`src/rtl/dvp_pixel_framer.sv`:
```
// ---------------------------------------------------------------------------
// dvp_pixel_framer
//
// Camera DVP front end in the pixel-clock domain. It assembles BYTES_PER_PIXEL
// bytes into one pixel and follows frame and line state from vsync and href.
// It produces the enable and clear pulses for the downstream column and row
// counters. It also checks line length and frame height against the expected
// geometry.
//
// Ports:
//   clock        in   pixel clock, rising edge
//   reset        in   asynchronous, active-high
//   cam_vsync    in   frame sync; polarity set by VSYNC_ACTIVE_HIGH
//   cam_href     in   line valid, active high
//   cam_data     in   pixel byte
//   pixel_valid  out  one-cycle pulse, pixel_data valid (column counter enable)
//   pixel_data   out  assembled pixel, first byte in the MSBs
//   line_start   out  one-cycle pulse (column counter clear)
//   line_end     out  one-cycle pulse (row counter enable)
//   frame_start  out  one-cycle pulse (row counter clear)
//   in_frame     out  high inside a synchronised frame's active region
//   line_error   out  one-cycle pulse, line length differs from EXPECTED_WIDTH
//   frame_error  out  one-cycle pulse, line count differs from EXPECTED_HEIGHT
//
// Optional build macro DVP_FRAME_STATS_EN adds these outputs:
//   meas_width      pixel count latched at every line_end
//   meas_height     line count latched on every return to vertical blanking
//   frames_dropped  wrapping count of frame_error pulses
//
// Every output is registered. Each output reflects the inputs sampled on the
// previous rising edge.
// ---------------------------------------------------------------------------
module dvp_pixel_framer #(
   parameter int BYTES_PER_PIXEL   = 2,
   parameter int EXPECTED_WIDTH    = 640,
   parameter int EXPECTED_HEIGHT   = 480,
   parameter int VSYNC_ACTIVE_HIGH = 1
) (
   input  logic                           clock,
   input  logic                           reset,
   input  logic                           cam_vsync,
   input  logic                           cam_href,
   input  logic [7:0]                     cam_data,
   output logic                           pixel_valid,
   output logic [8*BYTES_PER_PIXEL-1:0]   pixel_data,
   output logic                           line_start,
   output logic                           line_end,
   output logic                           frame_start,
   output logic                           in_frame,
   output logic                           line_error,
   output logic                           frame_error
`ifdef DVP_FRAME_STATS_EN
   ,
   output logic [$clog2(EXPECTED_WIDTH+2)-1:0]  meas_width,
   output logic [$clog2(EXPECTED_HEIGHT+2)-1:0] meas_height,
   output logic [15:0]                          frames_dropped
`endif
);

   localparam int PIX_W = 8 * BYTES_PER_PIXEL;
   // The shift register holds the bytes already received for the current
   // pixel. The 1-byte case keeps a dummy byte so the widths stay legal.
   localparam int SH_W  = (BYTES_PER_PIXEL > 1) ? PIX_W - 8 : 8;
   localparam int PH_W  = (BYTES_PER_PIXEL > 1) ? $clog2(BYTES_PER_PIXEL) : 1;
   localparam int CW_W  = $clog2(EXPECTED_WIDTH + 2);
   localparam int CW_H  = $clog2(EXPECTED_HEIGHT + 2);

   localparam logic [CW_W-1:0] W_EXP  = CW_W'(EXPECTED_WIDTH);
   localparam logic [CW_W-1:0] W_SAT  = CW_W'(EXPECTED_WIDTH + 1);
   localparam logic [CW_H-1:0] H_EXP  = CW_H'(EXPECTED_HEIGHT);
   localparam logic [CW_H-1:0] H_SAT  = CW_H'(EXPECTED_HEIGHT + 1);
   localparam logic [PH_W-1:0] PH_END = PH_W'(BYTES_PER_PIXEL - 1);

   typedef enum logic [1:0] {SYNC_WAIT, VBLANK, ACTIVE, LINE} state_t;

   function automatic logic [CW_W-1:0] sat_inc_w(input logic [CW_W-1:0] v);
      return (v >= W_SAT) ? W_SAT : v + CW_W'(1);
   endfunction

   function automatic logic [CW_H-1:0] sat_inc_h(input logic [CW_H-1:0] v);
      return (v >= H_SAT) ? H_SAT : v + CW_H'(1);
   endfunction

   state_t            state_q;
   logic [PH_W-1:0]   phase_q;
   logic [SH_W-1:0]   shift_q;
   logic [CW_W-1:0]   pix_cnt_q;
   logic [CW_H-1:0]   line_cnt_q;
   logic              pixel_valid_q, line_start_q, line_end_q, frame_start_q;
   logic              in_frame_q, line_error_q, frame_error_q;
   logic [PIX_W-1:0]  pixel_data_q;
`ifdef DVP_FRAME_STATS_EN
   logic [CW_W-1:0]   meas_width_q;
   logic [CW_H-1:0]   meas_height_q;
   logic [15:0]       frames_dropped_q;
`endif

   // vs = 1 means vertical blanking, whatever the pin polarity is
   logic              vs;
   logic [SH_W+7:0]   shift_ext;
   logic [PIX_W-1:0]  word_d;
   logic [SH_W-1:0]   shift_d;
   logic [CW_W-1:0]   pix_cnt_d;
   logic [CW_H-1:0]   line_cnt_d;
   logic              line_bad;

   assign vs         = (VSYNC_ACTIVE_HIGH != 0) ? cam_vsync : ~cam_vsync;
   assign shift_ext  = {shift_q, cam_data};
   assign word_d     = shift_ext[PIX_W-1:0];
   assign shift_d    = shift_ext[SH_W-1:0];
   assign pix_cnt_d  = sat_inc_w(pix_cnt_q);
   assign line_cnt_d = sat_inc_h(line_cnt_q);
   // A trailing partial pixel also makes the line bad; that pixel is dropped.
   assign line_bad   = (pix_cnt_q != W_EXP) || (phase_q != '0);

   always_ff @(posedge clock or posedge reset) begin
      if (reset) begin
         state_q          <= SYNC_WAIT;
         phase_q          <= '0;
         shift_q          <= '0;
         pix_cnt_q        <= '0;
         line_cnt_q       <= '0;
         pixel_valid_q    <= 1'b0;
         pixel_data_q     <= '0;
         line_start_q     <= 1'b0;
         line_end_q       <= 1'b0;
         frame_start_q    <= 1'b0;
         in_frame_q       <= 1'b0;
         line_error_q     <= 1'b0;
         frame_error_q    <= 1'b0;
`ifdef DVP_FRAME_STATS_EN
         meas_width_q     <= '0;
         meas_height_q    <= '0;
         frames_dropped_q <= '0;
`endif
      end else begin
         pixel_valid_q <= 1'b0;
         line_start_q  <= 1'b0;
         line_end_q    <= 1'b0;
         frame_start_q <= 1'b0;
         line_error_q  <= 1'b0;
         frame_error_q <= 1'b0;
         case (state_q)
            // Wait for blanking so that the partial frame after reset is dropped
            SYNC_WAIT: begin
               if (vs) state_q <= VBLANK;
            end
            VBLANK: begin
               if (!vs) begin
                  state_q       <= ACTIVE;
                  frame_start_q <= 1'b1;
                  line_cnt_q    <= '0;
                  in_frame_q    <= 1'b1;
               end
            end
            ACTIVE: begin
               if (vs) begin
                  frame_error_q <= (line_cnt_q != H_EXP);
                  in_frame_q    <= 1'b0;
                  state_q       <= VBLANK;
`ifdef DVP_FRAME_STATS_EN
                  meas_height_q <= line_cnt_q;
                  if (line_cnt_q != H_EXP) frames_dropped_q <= frames_dropped_q + 16'd1;
`endif
               end else if (cam_href) begin
                  // The first byte of the line is captured as phase 0. With one
                  // byte per pixel it completes a pixel immediately.
                  state_q      <= LINE;
                  line_start_q <= 1'b1;
                  shift_q      <= shift_d;
                  if (BYTES_PER_PIXEL == 1) begin
                     phase_q       <= '0;
                     pixel_valid_q <= 1'b1;
                     pixel_data_q  <= word_d;
                     pix_cnt_q     <= CW_W'(1);
                  end else begin
                     phase_q   <= PH_W'(1);
                     pix_cnt_q <= '0;
                  end
               end
            end
            LINE: begin
               if (vs || !cam_href) begin
                  // Line end handling also runs when vsync cuts off a line
                  line_end_q   <= 1'b1;
                  line_error_q <= line_bad;
                  line_cnt_q   <= line_cnt_d;
`ifdef DVP_FRAME_STATS_EN
                  meas_width_q <= pix_cnt_q;
`endif
                  if (vs) begin
                     frame_error_q <= (line_cnt_d != H_EXP);
                     in_frame_q    <= 1'b0;
                     state_q       <= VBLANK;
`ifdef DVP_FRAME_STATS_EN
                     meas_height_q <= line_cnt_d;
                     if (line_cnt_d != H_EXP) frames_dropped_q <= frames_dropped_q + 16'd1;
`endif
                  end else begin
                     state_q <= ACTIVE;
                  end
               end else begin
                  shift_q <= shift_d;
                  if (phase_q == PH_END) begin
                     phase_q       <= '0;
                     pixel_valid_q <= 1'b1;
                     pixel_data_q  <= word_d;
                     pix_cnt_q     <= pix_cnt_d;
                  end else begin
                     phase_q <= phase_q + PH_W'(1);
                  end
               end
            end
            default: state_q <= SYNC_WAIT;
         endcase
      end
   end

   assign pixel_valid = pixel_valid_q;
   assign pixel_data  = pixel_data_q;
   assign line_start  = line_start_q;
   assign line_end    = line_end_q;
   assign frame_start = frame_start_q;
   assign in_frame    = in_frame_q;
   assign line_error  = line_error_q;
   assign frame_error = frame_error_q;
`ifdef DVP_FRAME_STATS_EN
   assign meas_width     = meas_width_q;
   assign meas_height    = meas_height_q;
   assign frames_dropped = frames_dropped_q;
`endif

endmodule

```
`config.mk`:
```
export PLATFORM = sky130hd
export DESIGN_NAME = dvp_pixel_framer
export DESIGN_NICKNAME = d
export VERILOG_FILES = /design/src/rtl/dvp_pixel_framer.sv
export SDC_FILE = /design/constraint.sdc
export NUM_CORES = 1
export LEC_CHECK = 0
export CAP_MARGIN = 0
export CELL_PAD_IN_SITES_DETAIL_PLACEMENT = 1
export CELL_PAD_IN_SITES_GLOBAL_PLACEMENT = 2
export CORE_MARGIN = 8
export CORE_UTILIZATION = 33
export DETAILED_ROUTE_END_ITERATION = 10
export PLACE_DENSITY_LB_ADDON = 0.2
export SLEW_MARGIN = 20
export SYNTH_ARGS = -nofsm -noshare
export SYNTH_HDL_FRONTEND = slang
export SYNTH_SLANG_ARGS = --single-unit
export TNS_END_PERCENT = 100
```
`constraint.sdc`:
```
create_clock -name clock -period 3.4 [get_ports clock]
set_clock_uncertainty 0.1 [all_clocks]
set_input_delay 1.02 -clock clock [delete_from_list [all_inputs] [get_ports clock]]
set_output_delay 1.02 -clock clock [all_outputs]
set_load 0.05 [all_outputs]
```
==> results of run 1 <==
## layer usage
metal,global-route usage [%],up-vias,routed length (um)
li1,-,979,-
met1,16.1,958,2970
met2,18.9,23,2960
met4,3.41,0,73
met3,2.73,6,209
met5,0,-,0
## power breakdown
group	total, mW	switching, mW	internal, mW
sequential	0.911	0.139	0.772
combinational	0.742	0.474	0.269
clock	0.443	0.222	0.221
## sequential cells by signal (all words and copies together), names as in the netlist
register     count
pixel_data      16
pix_cnt_q       10
line_cnt_q       9
shift_q          8
state_q          2
frame_error      1
frame_start      1
in_frame         1
line_end         1
line_error       1
line_start       1
phase_q          1
pixel_valid      1
## worst reg2reg max path: stages (launching register included)
cell,delay [ps]
sky130_fd_sc_hd__dfrtp_1,490
sky130_fd_sc_hd__inv_1,130
sky130_fd_sc_hd__ha_1,140
sky130_fd_sc_hd__or2b_2,330
sky130_fd_sc_hd__o311ai_4,350
sky130_fd_sc_hd__nand2_4,140
sky130_fd_sc_hd__o32ai_2,260
## Yosys cell counts, types with 2 or more instances
cell	n	area (um2)
sky130_fd_sc_hd__nor2_1	10	37.5
sky130_fd_sc_hd__a31oi_1	2	12.5
sky130_fd_sc_hd__o211ai_1	6	45.0
sky130_fd_sc_hd__clkbuf_1	10	37.5
sky130_fd_sc_hd__or3_1	3	18.8
sky130_fd_sc_hd__or2_2	3	18.8
sky130_fd_sc_hd__nand4b_1	2	17.5
sky130_fd_sc_hd__a211oi_1	2	15.0
sky130_fd_sc_hd__ha_1	7	87.6
sky130_fd_sc_hd__nand3_1	3	15.0
sky130_fd_sc_hd__nand2_1	65	244
sky130_fd_sc_hd__o21a_1	2	15.0
sky130_fd_sc_hd__a22o_1	4	35.0
sky130_fd_sc_hd__and2_1	3	18.8
sky130_fd_sc_hd__o21ai_0	6	30.0
sky130_fd_sc_hd__inv_1	13	48.8
sky130_fd_sc_hd__nor4_1	2	12.5
sky130_fd_sc_hd__mux2_2	8	90.1
sky130_fd_sc_hd__a21oi_1	6	30.0
sky130_fd_sc_hd__dfrtp_1	53	1330
sky130_fd_sc_hd__and4_1	2	17.5
sky130_fd_sc_hd__a221oi_1	2	17.5
sky130_fd_sc_hd__xnor2_1	2	17.5
sky130_fd_sc_hd__buf_2	2	10.0
sky130_fd_sc_hd__nor2b_1	3	18.8
sky130_fd_sc_hd__nand4_1	7	43.8
sky130_fd_sc_hd__nor3_1	5	25.0
sky130_fd_sc_hd__and3_1	3	18.8
## worst max-delay path by stage
stage	from	endpoint	slack, ps	cells past startpoint
floorplan	reset	frame_error	990	1
global placement	cam_vsync	pix_cnt_q[4]	430	5
detailed placement	cam_vsync	line_cnt_q[2]	390	6
CTS	cam_vsync	pix_cnt_q[4]	720	5
global route	cam_vsync	pix_cnt_q[4]	630	5
finish	cam_vsync	pix_cnt_q[4]	740	5
## through the flow
step | util, % | total power [mW] | instances | hold slack, ps | setup slack [ps]
after floorplan | - | 1.40 | 263 | 333 | 994
after global placement | 39.7 | 1.67 | 390 | 342 | 433
after detailed placement | 39.7 | 1.68 | 390 | 350 | 394
after CTS | 41.2 | 2.13 | 398 | 377 | 722
after global routing | 41.2 | 2.22 | 398 | 395 | 634
final | 41.2 | 2.10 | 398 | 373 | 738
## cell families (layout without fill, tap and decap cells)
| family | Yosys count | in the layout |
|---|---|---|
| xor gates and xnor gates | 2 | 2 |
| buffers and inverters | 27 | 60 |
| DFF | 53 | 53 |
| AOI/OAI and AO/OA | 44 | 44 |
| muxes | 9 | 9 |
| adders and majority gates | 7 | 7 |
| and+or+nand+nor | 121 | 121 |
## area by class of cell
cell class	count	area, um2	area share [%]
well taps	102	128	4.05
clock inverters	3	43.8	1.39
repair buffers	39	390	12.4
inverters	13	48.8	1.55
clock buffers	5	68.8	2.19
multi-input cells	183	1140	36.3
flip-flops and latches	53	1330	42.1
## cells in the final DEF, fill, tap and decap left out, types with 4 or more instances in the layout
master,netlist,layout
sky130_fd_sc_hd__mux2_2,8,8
sky130_fd_sc_hd__clkbuf_8,0,5
sky130_fd_sc_hd__nor2_1,10,10
sky130_fd_sc_hd__a22o_1,4,4
sky130_fd_sc_hd__inv_1,13,12
sky130_fd_sc_hd__buf_4,1,4
sky130_fd_sc_hd__o211ai_1,6,6
sky130_fd_sc_hd__o21ai_0,6,6
sky130_fd_sc_hd__a21oi_1,6,6
sky130_fd_sc_hd__nand4_1,7,7
sky130_fd_sc_hd__ha_1,7,7
sky130_fd_sc_hd__nand2_1,65,65
sky130_fd_sc_hd__dfrtp_1,53,53
sky130_fd_sc_hd__clkdlybuf4s50_1,0,34
sky130_fd_sc_hd__nor3_1,5,5
==> run summary, run 1 <==
STA classifies the critical path startpoint as an input pin. The number of pins with negative max-slew slack in the final report was 0. The H-tree generated during clock tree synthesis spans 2 levels. The synthesized netlist cell count came out at 263. The reg-to-reg critical path endpoint is pix_cnt_q[2]. The post-synthesis mux area share came out at 3.88%. Of all nets on the critical path, the largest fanout is 12. The run finished with clean final reports. The first-pass iteration count of the detailed router came out at 4.

The first global-routing pass estimated 11000 um of wire. The areal power density over the cells is 666 nW/um2. The die extent in x came out at 104 um. In this run the most critical hold path is launched from shift_q[7]. The path with the worst hold slack has its endpoint at pixel_data[15]. After filler insertion, the fill cell instance count of the layout stands at 865.

The standby leakage power came out at 1.39 nW. The cell row count is 32. The slack of the worst reg-to-reg path came out at 1380 ps. Adding up every negative setup slack in the final design gives 0 ps. In this run the count of I/O pins placed on the die edge is 35. The die area is 10900 um2. The quantity of hold-fixing buffers added after cts came out at 0. The average routed wire per standard cell came out at 15.6 um. The min-delay analysis places its worst path in the category reg -> reg. In this run the tool buffered the top-level ports with 34 buffer cells.

The initial DRC count came out at 41. The total number of nets in the final design came out at 314. The number of setup buffers added after CTS is 0. The fraction of layout instances using a drive strength above 1 is 11.5%. The via count is 1966. The pin count of the biggest net entering global routing is 33. After legalization and detailed placement, the total HPWL measured 4410 um. The register bit total from synthesis is 53. The root buffer cell is sky130_fd_sc_hd__clkbuf_8. In this run the cell area of the synthesized design comes to 2580 um2. The initial antenna violation count is 0.

The class of the most critical setup path is in -> reg. The total congestion overflow is 0. Once detail routing completed, the nets flagged for antenna violations numbered 0. The net count of the mapped netlist is 282. In the global route stage, overall resource usage came out at 12.1%.

After synthesis, flip-flops and latches occupy 51.5% of the total area. The post-synthesis average cell area came out at 9.80 um2. The area after detailed placement came out at 3040 um2.

For this run, the leading register cell type out of synthesis is sky130_fd_sc_hd__dfrtp_1. In this run the deepest clock path goes through 2 buffers. The critical path required time is 3530 ps. The critical path goes through clkdlybuf4s50_1, nand3b_1, or2_2, or3_2, o211ai_1. The total core area is 7650 um2. After clock tree synthesis, the clock-pin slew on the worst setup and hold paths is 100 ps. The post-synthesis compound-gate area fraction is 13.4%. Relative to the synthesized area, the layout overhead comes to 22.2%. The total of endpoints with negative setup slack in the final report came out at 0. Of the total synthesized cell area, the portion taken by XOR and XNOR cells is 0.680%. The final standard cell area without fillers came out at 3150 um2. Yosys printed 0 warnings. The count of unique library cells instantiated by Yosys is 55. The simple-gate share of the synthesized area came out at 23.0%. The measured slew at the worst slew-check pin came out at 542 ps. At the later pin of the worst-skew pair, clock insertion delay measures 310 ps. The adder and majority gate portion of the synthesized area came out at 3.40%. The critical register-to-register path startpoint is pix_cnt_q[0]. After detailed routing, the number of vias per cell comes to 4.94. The master of the slowest instance on the critical path is sky130_fd_sc_hd__clkdlybuf4s50_1. The vertical extent of the die came out at 104 um. The CTS tree is yes. The worst supply voltage drop on vdd is 0.000293 V. The worst setup path is captured at a flip-flop.

The worst path uses 78.3% of the clock period. The number of cells on the worst reg-to-reg path came out at 6. The buffering stage count on the worst path with inverters included is 1. The share of synthesized registers carrying an async set or reset came out at 100%. In this design, the largest share of critical-path delay is due to simple AND/OR/NAND/NOR gates. STA puts the critical path data arrival time at 2790 ps. The antenna diode instance count came out at 0. After detailed routing, the total wire length is 6210 um. The synthesized design contains 0 enable-type register cells. The number of failing hold endpoints at the final stage came out at 0. In this design, the stage delay of the slowest critical-path cell is 490 ps.

Headroom to the max-slew limit came out at 63.9%. The max-capacitance violation count came out at 0. In the routed design, unresolved DRC markers number 0. The timing-limited maximum frequency is 0.376 GHz. The total clock buffers created by CTS came out at 5. The instance count along the most critical hold path is 2. Gates resized during post-CTS repair numbered 0. Setup repair after global routing left no endpoint under its margin. The via count of the first global-routing pass is 2130. The effective utilization at floorplan is 33.7%. The global placement routability congestion came out at 0.783. The tree built by TritonCTS fans out to 53 sinks. The smallest clock period supported by the final layout is computed as 2660 ps.

After synthesis, the largest family of logic cells by area is simple AND/OR/NAND/NOR gates.
(Power assumes the default switching activity.)
==> inputs of run 2 (changes only) <==
CORE_UTILIZATION = 31   (was 33)
clock period = 2.2 ns   (was 3.4 ns; I/O delays follow)
==> run 2 against run 1 <==
  * Non-clock buffer count is 20 higher
  * Critical path depth stayed put
  * Total power is 50% higher
  * Sequential cell count stayed put
  * Clock-buffer cell count stayed put
  * Core utilization is 1.4 points lower
  * Critical endpoint unchanged
  * Routed wire length is 9.4% higher
==> run summary, run 2 (synthesized netlist as in run 1, its figures left out) <==
The worst register-to-register path ends at pix_cnt_q[2]. In this run, placement finished with an instance count of 413. The library cells used most frequently in the layout, excluding fill and tap cells, are 65 x sky130_fd_sc_hd__nand2_1, 53 x sky130_fd_sc_hd__dfrtp_1, 47 x sky130_fd_sc_hd__buf_4, 12 x sky130_fd_sc_hd__inv_1, 11 x sky130_fd_sc_hd__clkdlybuf4s50_1. The total I/O pin count came out at 35. The area used by multi-input combinational logic is 1150 um2. The die extent in x is 107 um. The clock sink total came out at 53.

The first-pass GRT wire length is 11700 um. The worst hold path terminates at pixel_data[12]. The fraction of layout instances using a drive strength above 1 came out at 24.7%. The data arrival time of the worst path is 2250 ps. The total number of nets in the final design is 334.

The critical register-to-register path startpoint is pix_cnt_q[0]. After routing, the total negative slack on setup checks comes to 0 ps. The total clock buffers created by CTS is 5. In this run the power density over the cells is 975 nW/um2. The total of endpoints with negative setup slack in the final report came out at 0. In this run the number of H-tree levels came out at 2. The layout has 923 filler cells.

The worst supply voltage drop on vdd came out at 0.000329 V. The global-route usage over all layers came out at 12.8%. Once detail routing completed, the nets flagged for antenna violations numbered 0. The quantity of hold-fixing buffers added after cts came out at 0. The total half-perimeter wirelength after legalization and detailed placement is 4990 um. Total power for the finished layout comes to 3.15 mW. The master of the slowest instance on the critical path is sky130_fd_sc_hd__or3_2.

The final critical-path setup slack came out at 83.7 ps. The global placement routability congestion came out at 0.755. In this run the worst hold path is classified as reg -> reg.

The initial DRC count came out at 67. In this run the tightest slew margin relative to its limit is 61.6%. The antenna diode instance count came out at 0.

The total core area came out at 8130 um2. Global routing finished with a remaining overflow of 0. Timing analysis after detailed placement gives a worst setup slack of -283 ps. The final standard cell area without fillers came out at 3230 um2. The CTS tree is yes. Summed over all cells, the static leakage comes to 1.51 nW. The average routed wire per standard cell came out at 16.1 um. The endpoint type of the worst setup path is a flip-flop. The number of cells on the worst reg-to-reg path is 6. The area after detailed placement is 3130 um2. The via count of the first global-routing pass came to 2311. The time the final worst path needs with I/O delays and setup came out at 2120 ps. The critical path required time came out at 2340 ps.

The first-pass iteration count of the detailed router is 4. Cells fill 39.7% of the core in the end. The total routed wirelength came out at 6800 um. For the pin with the worst max-slew slack, the measured transition is 576 ps. The initial antenna violation count is 0. The clock transition at the registers of the reported paths came out at 100 ps. The most common library cell in the layout ignoring fill and taps is sky130_fd_sc_hd__nand2_1. The flip-flop and latch area came out at 1330 um2. The number of pins with negative max-slew slack in the final report is 0. The vertical extent of the die came out at 107 um. The type of element launching the critical path is an input pin. Setup repair after global routing left no endpoint under its margin.

The instance count along the most critical hold path came out at 2. The flow ran to the end, and the final reports show no timing, DRC or antenna violations. The max-capacitance violation count is 0. The number of failing hold endpoints at the final stage is 0.

The source-to-sink clock delay at the later pin of the worst-skew pair is 310 ps. The worst setup path is of the in -> reg kind. Leaving out filler cells and counting taps, the final layout contains 421.

The cell row count came out at 33. For this configuration, the core starts out at a cell density of 31.7%. The pin count of the biggest net entering global routing is 44. The worst hold slack came out at 370 ps. After detailed routing, the number of vias per cell comes to 4.96. The relative area change from synthesis to final layout came out at 25.4%. Traced cell by cell, the critical path runs through clkdlybuf4s50_1, nand3b_1, or2_2, or3_2, o211ai_1. The worst hold path begins at shift_q[4]. The tree is rooted in a sky130_fd_sc_hd__clkbuf_8.

Of all nets on the critical path, the largest fanout is 6. In this run the tool buffered the top-level ports with 34 buffer cells. The share of the clock period used by the worst path after layout is 96.2%. The register with the most flip-flops in the layout has 16 of them. The die area is 11500 um2. The largest buffer count on any clock path is 2.

The timing-limited maximum frequency came out at 0.473 GHz. The slack of the worst reg-to-reg path came out at 190 ps. Detailed routing inserted a total of 2087 vias. For this run, the slowest stage of the critical path takes 450 ps. The final routed DRC violation total is 0.
run 2: timing repair:
item / CTS / global route
setup endpoints to repair: 0 / 1
gates resized for setup: 0 / 2
setup buffers: 0 / 0
run 2: metal layers:
metal	vias to the layer above	share of wire, %	global-route usage [%]
li1	1020	-	-
met1	1040	44	15.3
met2	20	52	22.2
met5	-	0	0
met3	7	2.5	2.34
met4	0	1.5	4.72
run 2: power breakdown:
part	internal [mW]	total (mW)	switching (mW)	leakage, nW
clock	0.227	0.576	0.350	0.0481
sequential	1.19	1.39	0.192	0.671
combinational	0.414	1.19	0.777	0.789
total	1.83	3.15	1.32	1.51
run 2: layout make-up:
| type | instances | share of cell area (%) |
|---|---|---|
| sequential | 53 | 41.0 |
| multi-input combinational | 183 | 35.6 |
| timing repair buffer | 59 | 14.9 |
| tap | 105 | 4.06 |
| clock buffer | 5 | 2.13 |
| inverter | 13 | 1.51 |
| clock inverter | 3 | 0.697 |
run 2: critical path, delay by kind of cell:
family,cells,cell delay (ps)
compound gates,1,160
buf+inv,1,440
simple gates,3,990
run 2: worst max-delay path by stage:
stage	from	endpoint	slack, ps
2_1_floorplan	reset	frame_error	150
3_3_place_gp	cam_vsync	pix_cnt_q[4]	-230
3_5_place_dp	cam_href	line_cnt_q[6]	-280
4_1_cts	cam_href	line_cnt_q[6]	50
5_1_grt	cam_vsync	pix_cnt_q[4]	30
6_report	cam_vsync	pix_cnt_q[4]	80
